==> src/rtl/sccb_edge_det.sv <==
// Synchronises SIOC/SIOD into i_clk and flags SIOC edges plus START/STOP conditions.
module sccb_edge_det #(
  parameter int unsigned SYNC_STAGES = 2
) (
  input  logic i_clk,
  input  logic i_rst,
  input  logic i_sioc,
  input  logic i_siod,
  output logic o_siod,
  output logic o_sioc_rise,
  output logic o_sioc_fall,
  output logic o_start_det,
  output logic o_stop_det
);

  logic [SYNC_STAGES-1:0] sioc_sync_q, sioc_sync_d;
  logic [SYNC_STAGES-1:0] siod_sync_q, siod_sync_d;
  logic                   sioc_prev_q, sioc_prev_d;
  logic                   siod_prev_q, siod_prev_d;
  logic                   sioc_s;

  assign sioc_s = sioc_sync_q[SYNC_STAGES-1];
  assign o_siod = siod_sync_q[SYNC_STAGES-1];

  always_comb begin
    sioc_sync_d = {sioc_sync_q[SYNC_STAGES-2:0], i_sioc};
    siod_sync_d = {siod_sync_q[SYNC_STAGES-2:0], i_siod};
    sioc_prev_d = sioc_s;
    siod_prev_d = o_siod;
  end

  // Idle bus is high on both lines, so reset to '1 to avoid a false edge after reset.
  always_ff @(posedge i_clk) begin
    if (i_rst) begin
      sioc_sync_q <= '1;
      siod_sync_q <= '1;
      sioc_prev_q <= 1'b1;
      siod_prev_q <= 1'b1;
    end else begin
      sioc_sync_q <= sioc_sync_d;
      siod_sync_q <= siod_sync_d;
      sioc_prev_q <= sioc_prev_d;
      siod_prev_q <= siod_prev_d;
    end
  end

  assign o_sioc_rise = sioc_s & ~sioc_prev_q;
  assign o_sioc_fall = ~sioc_s & sioc_prev_q;
  assign o_start_det = sioc_s & sioc_prev_q & siod_prev_q & ~o_siod;
  assign o_stop_det  = sioc_s & sioc_prev_q & ~siod_prev_q & o_siod;

endmodule

==> config.mk <==
export PLATFORM = sky130hd
export DESIGN_NAME = sccb_edge_det
export DESIGN_NICKNAME = d
export VERILOG_FILES = /design/src/rtl/sccb_edge_det.sv
export SDC_FILE = /design/constraint.sdc
export NUM_CORES = 1
export LEC_CHECK = 0
export CORE_AREA = 2 2 39 41
export DETAILED_ROUTE_END_ITERATION = 8
export DIE_AREA = 0 0 41 43
export PLACE_DENSITY = 0.46
export SLEW_MARGIN = 20
export SYNTH_ARGS = -nofsm -noshare
export SYNTH_HDL_FRONTEND = slang
export SYNTH_SLANG_ARGS = --single-unit
==> constraint.sdc <==
create_clock -name i_clk -period 1 [get_ports i_clk]
set_input_delay 0.2 -clock i_clk [delete_from_list [all_inputs] [get_ports i_clk]]
set_output_delay 0.2 -clock i_clk [all_outputs]
set_load 0.005 [all_outputs]
# Word-level counts from Yosys, hierarchy flattened
# Index checks and enable logic that the tools add are counted.
[totals]
register_bits = 6
latchBits = 0
mem_count = 0
output_inout_bits = 5
ram_bits = 0
word_cells = 15
mem_bits_ro = 0
[classes]
multipliers = 0
shift = 0
n_div = 0
n_eq_ne = 0
magnitude_cmp = 0
n_reduce_logical = 0
n_mux = 0
bitwise_logic = 11
addsub = 0
[ops]
columns = ["op", "n"]
rows = [
  ["$and A1 B1 Y1", 7],
  ["$not A1 Y1", 4],
]

# Longest topological paths before layout
# Gate-level depths: netlist of run 1.
[logic_depth]
word_depth = 3
mapped_depth = 1
mapped_depth_nobuf = 1

# Worst setup path after synthesis of run 1
# No wires, ideal clock.
[synth_timing]
path_kind = "reg-to-output"
from = "register siod_sync_q[1]"
to = "output o_start_det"
path_stages_with_launch = 2
setup_slack_ns = 0.242
t_arrival_ns = 0.558
required_ns = 0.800
path_cell_list = "dfxtp_1 -> and4b_1"
[synth_via]
elab_chain_cells = 2
[synth_lines]
columns = ["element", "line", "text"]
rows = [
  ["start: declaration", "17", "logic [SYNC_STAGES-1:0] siod_sync_q, siod_sync_d;"],
  ["start signal: assignment", "41", "siod_sync_q <= siod_sync_d;"],
  ["$not A1 Y1", "49", "assign o_start_det = sioc_s & sioc_prev_q & siod_prev_q & ~o_siod;"],
  ["$and A1 B1 Y1", "49", ""],
  ["end: declaration", "12", "output logic o_start_det,"],
]
# No other way between the ends.

# Worst setup path in the final report of run 1
# Ends and elaborated chain as after synthesis.

==> results of run 1 <==
## routing by layer
layer	vias to the layer above	GRT usage, %	wire (um)
met1	67	3.883	113
li1	76	-	-
met3	0	6.283	64
met5	-	0	0
met2	9	9.063	179
met4	0	2.000	0
## Yosys cell counts
cell	count	area share, %
and4b_1	2	11
dfxtp_1	6	63
nor2b_1	2	6.6
or2_1	6	20
## worst paths after layout
check                                 start  slack (ns)  cells past startpoint                         to
setup / recovery  siod_sync_q[1]$_SDFF_PP1_       -0.11                      2                o_start_det
hold / removal    sioc_sync_q[0]$_SDFF_PP1_        0.40                      1  sioc_sync_q[1]$_SDFF_PP1_
setup reg to reg  sioc_sync_q[1]$_SDFF_PP1_        0.34                      1     sioc_prev_q$_SDFF_PP1_
hold reg to reg   sioc_sync_q[0]$_SDFF_PP1_        0.40                      1  sioc_sync_q[1]$_SDFF_PP1_
## cells in the final DEF (no fill, tap or decap)
| master | n |
|---|---|
| and4b_1 | 2 |
| buf_2 | 4 |
| clkbuf_4 | 3 |
| clkdlybuf4s50_1 | 3 |
| dfxtp_1 | 2 |
| dfxtp_2 | 4 |
| dlygate4sd2_1 | 1 |
| nor2b_1 | 2 |
| or2_1 | 6 |
## power by group through the flow
stage	sequential [mW]	clock (mW)	combinational [mW]
floorplan	0.258	0	0.0106
finish	0.256	0.212	0.0314
CTS	0.256	0.223	0.0321
global route	0.258	0.230	0.0352
detailed placement	0.259	0	0.0382
global placement	0.258	0	0.0364
## sequential cells by signal, summed over array words and instances, names as in the netlist
signal       count
siod_sync_q      2
sioc_sync_q      2
sioc_prev_q      1
siod_prev_q      1
## through the flow
step	utilization (%)	hold WS [ns]	setup TNS, ns
floorplan	-	0.2971	0
global placement	20.98	0.3874	-0.8233
detailed placement	20.98	0.3901	-1.215
CTS	21.43	0.4012	-0.2864
global route	21.43	0.4181	-0.4555
finish	21.43	0.3963	-0.2353
## logic make-up (layout without fill, tap and decap cells)
family,count (synthesis),in the layout,share of synthesized area (%)
DFF,6,6,63.16
and+or+nand+nor,10,10,36.84
buffers and inverters,0,11,0
## area by class of cell
class / instances / area share (%)
Tap cell: 16 / 6.751
Sequential cell: 6 / 42.19
Clock buffer: 3 / 7.595
Timing Repair Buffer: 8 / 19.83
Multi-Input combinational cell: 10 / 23.63
## repair_timing
item                                    CTS  global route
buffers inserted                          0             0
resized for setup                        21             0
endpoints found under the setup margin    5             5
hold buffers                              0             0
gates cloned                              0             0
## worst max-delay path: cells and delay by family, from the launching register on
family / cells / cell delay (ns)
flops: 1 / 0.32
buf+inv: 1 / 0.11
simple gates: 1 / 0.24
==> results.yml, run 1 <==
drt:
  routedWlPerCell_um: 8.279
  drt-total-wl_um: 356
  antenna_left: 0
  vias_per_cell: 3.535
  drt_iter0_drc: 0
  vias: 152
  firstDrtPassIters: 1
  drc: 0
sta:
  slew_viol_final: 0
  fin_crit_ns: 1.110
  finalHoldViolCount: 0
  tightest_slew_ns: 0.1421
  skew_ns: 0.001436
  worst_slack_ns: -0.1100
  setup_viol: 5
  fmax_mhz: 900.9
  finalCritPeriodShare_pct: 111.0
  maxSlewHeadroom_pct: 90.50
  rsz0062_at_grt: "yes"
clocking:
  cts_max_level: 1
  insertion_delay_ns: 0.24
  clock_sinks: 6
  clk_pin_slew_worst_paths_ns: 0.04
  cts_buffer_depth: 2
  tritoncts: "built"
  cts_buffers: 3
  cts-root-buf: "clkbuf_4"
layout:
  seq_area_um2: 125.1
  nNetsFinal: 33
  area_delta_synth_final_pct: 55.92
  drive_gt1_share_pct: 40.74
  layout.cells.non_filler: 43
  fin_area_um2: 296.5
  multiInputGateArea_um2: 70.07
  nFillCells: 155
  antennaDiodeCount: 0
floorplanning:
  core-area_um2: 1384
  die_h_um: 43
  rows: 14
  dieArea_um2: 1763
  die_w_um: 41
  initial_core_util_pct: 13.74
  ioPinCount: 9
min_path:
  min_path_type: "reg -> reg"
setup_path:
  worst_path_max_delay_cell: "dfxtp_2"
  critPathRequiredTime_ns: 0.80
  criticalPathCategory: "reg -> out"
  cpPeakStageDelay_ns: 0.32
  worstPathMaxFanout: 4
  crit_path_start_kind: "flip-flop"
  endpoint_kind: "output port"
  crit_arrival_ns: 0.91
  worstPathCellList: "and4b_1, buf_2"
global_route:
  grt_usage_pct: 5.634
  antenna_found_initial: 0
  first_global_vias: 166
  grt_start_max_net_pins: 7
  gr-total-overflow: 0
  grt_pass1_wl_um: 607
pwr:
  p_int_mw: 0.4082
  p_sw_mw: 0.09130
  power_mw: 0.4995
  cellLeakagePower_nw: 0.1232
  comb_power_share_pct: 6.3
  pwr-share-clk_pct: 42.5
  powerDensity_nw_per_um2: 1684
  ir_worst_vdd_mv: 0.5482
  seq_power_share_pct: 51.2
  switching_share_pct: 18.28
outcome:
  status: "finished, violations left"
  violations: "setup timing"
yosys:
  ys_types: 4
  ys_seq_area_share_pct: 63.16
  avgSynthCellArea_um2: 11.89
  ys_ff_latch: 6
  synth_nets: 20
  netlist_area_um2: 190.2
  ys.warnings.count: 0
  syn_inst: 16
placement:
  dp_cells: 40
  place_ws_ns: -0.2891
  placed_area_um2: 290.3
  place.gp.congestion: 0.5338
  numPortBuffers: 8
job:
  maxCapViolations: 0
Power figures use the tool's default switching activity.
==> inputs of run 2 (changes only) <==
--- a/config.mk
+++ b/config.mk
@@ -6,6 +6,7 @@
 export NUM_CORES = 1
 export LEC_CHECK = 0
 export CORE_AREA = 2 2 39 41
+export CTS_CLUSTER_SIZE = 40
 export DETAILED_ROUTE_END_ITERATION = 8
 export DIE_AREA = 0 0 41 43
 export PLACE_DENSITY = 0.46
==> results of run 2 <==
No change in the layout: final DEF, timing and power equal those of run 1.
==> inputs of run 3 (changes only) <==
--- a/config.mk
+++ b/config.mk
@@ -5,11 +5,12 @@
 export SDC_FILE = /design/constraint.sdc
 export NUM_CORES = 1
 export LEC_CHECK = 0
+export ABC_AREA = 1
 export CORE_AREA = 2 2 39 41
 export CTS_CLUSTER_SIZE = 40
 export DETAILED_ROUTE_END_ITERATION = 8
 export DIE_AREA = 0 0 41 43
-export PLACE_DENSITY = 0.46
+export PLACE_DENSITY = 0.4
 export SLEW_MARGIN = 20
 export SYNTH_ARGS = -nofsm -noshare
 export SYNTH_HDL_FRONTEND = slang
==> run 3 against run 2 <==
  * The run still ends with setup timing left
  * Via count grew 21%
  * Largest cell class unchanged
  * Combinational power is 31% higher
  * Sequential cell count unchanged
  * Die area stayed put
  * Non-clock buffer count grew 3
  * Sequential share of layout area down 4.2 points
  * Clock-buffer cell count did not move
==> results.yml, run 3 <==
outcome:
  status: "finished, violations left"
  violations: "setup timing"
placement:
  place.gp.congestion: 0.4886
  numPortBuffers: 8
  dp_hpwl_um: 255.7
  dp_cells: 50
clocking:
  clk_pin_slew_worst_paths_ns: 0.05
  clock_sinks: 6
  cts_buffers: 3
  insertion_delay_ns: 0.24
  tritoncts: "built"
  cts_max_level: 1
  cts-root-buf: "clkbuf_4"
  cts_buffer_depth: 2
layout:
  antennaDiodeCount: 0
  nNetsFinal: 44
  final_cell_mix: "4 x nand2_1, 4 x nor2_1, 4 x or2_1, 4 x buf_2, 4 x dfxtp_2"
  area_delta_synth_final_pct: 66.46
  reg_top3: "sioc_sync_q (2), siod_sync_q (2)"
  drive_gt1_share_pct: 44.74
  layout.cells.non_filler: 54
drt:
  antenna_left: 0
  drc: 0
  vias: 184
  firstDrtPassIters: 1
  drt_iter0_drc: 0
  routedWlPerCell_um: 6.648
  vias_per_cell: 3.407
  drt-total-wl_um: 359
setup_path:
  worstPathMaxFanout: 3
  r2r_end: "siod_prev_q$_SDFF_PP1_"
  reg2reg_depth: 4
  critPathRequiredTime_ns: 0.80
  ff2ff_setup_slack_ns: 0.30
  criticalPathCategory: "reg -> out"
  endpoint_kind: "output port"
  crit_arrival_ns: 0.85
  crit_path_start_kind: "flip-flop"
  regToRegStartpoint: "siod_sync_q[1]$_SDFF_PP1_"
yosys:
  synth_area_leaders: "dfxtp_1 61%, or2_1 13%, inv_1 9.5%, nand2_1 9.5%, nor2_1 7.6%"
  yosys-top-cells-count: "6 x dfxtp_1, 5 x inv_1, 5 x nand2_1, 4 x nor2_1, 4 x or2_1"
  synth_most_common_cell: "dfxtp_1"
  synth_ff_type: "dfxtp_1"
  ys_ff_latch: 6
  synth-edff-count: 0
  ys_seq_area_share_pct: 60.76
  synth-async-reset-ratio_pct: 0
  netlist_area_um2: 197.7
  ys_types: 5
  syn_inst: 24
  ys.warnings.count: 0
  post-synth-top-area-cell: "dfxtp_1"
  netlist.area_leader.share_pct: 60.76
  avgSynthCellArea_um2: 8.237
  synth_nets: 28
sta:
  rsz0062_at_grt: "yes"
  worst_slack_ns: -0.04796
  maxSlewHeadroom_pct: 91.11
  tns_ns: -0.1509
  tightest_slew_ns: 0.1329
  slew_viol_final: 0
  setup_viol: 4
  skew_ns: 0.001423
  fmax_mhz: 954.2
  finalCritPeriodShare_pct: 104.8
  finalHoldViolCount: 0
  fin_crit_ns: 1.048
floorplanning:
  rows: 14
  die_h_um: 43
  die_w_um: 41
  dieArea_um2: 1763
  core-area_um2: 1384
  ioPinCount: 9
  initial_core_util_pct: 14.29
min_path:
  min-delay-start: "siod_sync_q[0]$_SDFF_PP1_"
  hold_end: "siod_sync_q[1]$_SDFF_PP1_"
  min_path_cells: 1
  min_path_type: "reg -> reg"
pwr:
  power_mw: 0.5218
  seq_power_share_pct: 49.0
  switching_share_pct: 20.70
  cellLeakagePower_nw: 0.1808
  p_sw_mw: 0.1080
  p_int_mw: 0.4138
  powerDensity_nw_per_um2: 1586
  pwr-share-clk_pct: 43.1
  comb_power_share_pct: 7.9
  ir_worst_vdd_mv: 0.6426
global_route:
  gr-total-overflow: 0
  grt_pass1_wl_um: 627
  antenna_found_initial: 0
  grt_start_max_net_pins: 6
  first_global_vias: 178
  grt_usage_pct: 6.338
job:
  maxCapViolations: 0
-- run 3: cell types whose count changed after synthesis, sizes merged --
cell | before | now
nor2 | 0 | 4
nand2 | 0 | 5
inv | 0 | 5
nor2b | 2 | 0
or2 | 6 | 4
and4b | 2 | 0
-- run 3: how the worst max path moves through the flow --
stage	startpoint	end	slack, ns	cells past startpoint
6_report	sioc_prev_q$_SDFF_PP1_	o_stop_det	-0.05	3
3_5_place_dp	sioc_sync_q[1]$_SDFF_PP1_	o_stop_det	-0.23	3
5_1_grt	sioc_prev_q$_SDFF_PP1_	o_stop_det	-0.12	3
2_1_floorplan	siod_sync_q[1]$_SDFF_PP1_	o_start_det	0.29	3
4_1_cts	siod_sync_q[1]$_SDFF_PP1_	o_start_det	-0.08	4
3_3_place_gp	sioc_prev_q$_SDFF_PP1_	o_start_det	-0.21	3
-- run 3: logic make-up after synthesis --
kind of cell	share of synthesized area, %
DFF	60.76
buffers and inverters	9.495
and+or+nand+nor	29.74
-- run 3: routing by layer --
metal,wire [um],up-vias,GRT usage [%]
met3,65,4,7.853
met4,12,0,6.000
li1,-,95,-
met5,0,-,0
met2,141,12,7.813
met1,140,73,4.531
-- run 3: power by group through the flow --
stage               clock network [mW]  registers [mW]  logic, mW
global route                     0.263           0.256     0.0475
detailed placement                   0           0.258     0.0456
finish                           0.225           0.256     0.0412
floorplan                            0           0.258     0.0137
global placement                     0           0.258     0.0450
CTS                              0.241           0.255     0.0421
-- run 3: final cells by class --
type | instances | area [um2]
timing repair buffer | 11 | 81.33
inverter | 5 | 18.77
fill | 152 | 1055
multi-input combinational | 13 | 61.31
sequential | 6 | 125.1
tap | 16 | 20.02
clock buffer | 3 | 22.52
-- run 3: what timing repair did --
action / 4_1_cts / 5_1_grt
resized for setup: 20 / 3
pin swaps: 2 / 4
buffers inserted: 1 / 0
endpoints found under the setup margin: 5 / 5
hold buffers: 0 / 0
-- run 3: metrics by stage --
| stage | util, % | area, um2 | hold WS, ns | setup WS, ns |
|---|---|---|---|---|
| CTS | 23.51 | 325.3 | 0.3977 | -0.07774 |
| detailed placement | 22.60 | 312.8 | 0.3871 | -0.2288 |
| global route | 23.78 | 329.1 | 0.4153 | -0.1210 |
| global placement | 22.60 | 312.8 | 0.3896 | -0.2052 |
| finish | 23.78 | 329.1 | 0.3968 | -0.04796 |
| floorplan | - | 197.7 | 0.2971 | 0.2880 |
-- run 3: critical path: stages, from the launching register on --
cell,delay [ns]
dfxtp_2,0.34
nand2_2,0.06
nor2_1,0.09
buf_2,0.11
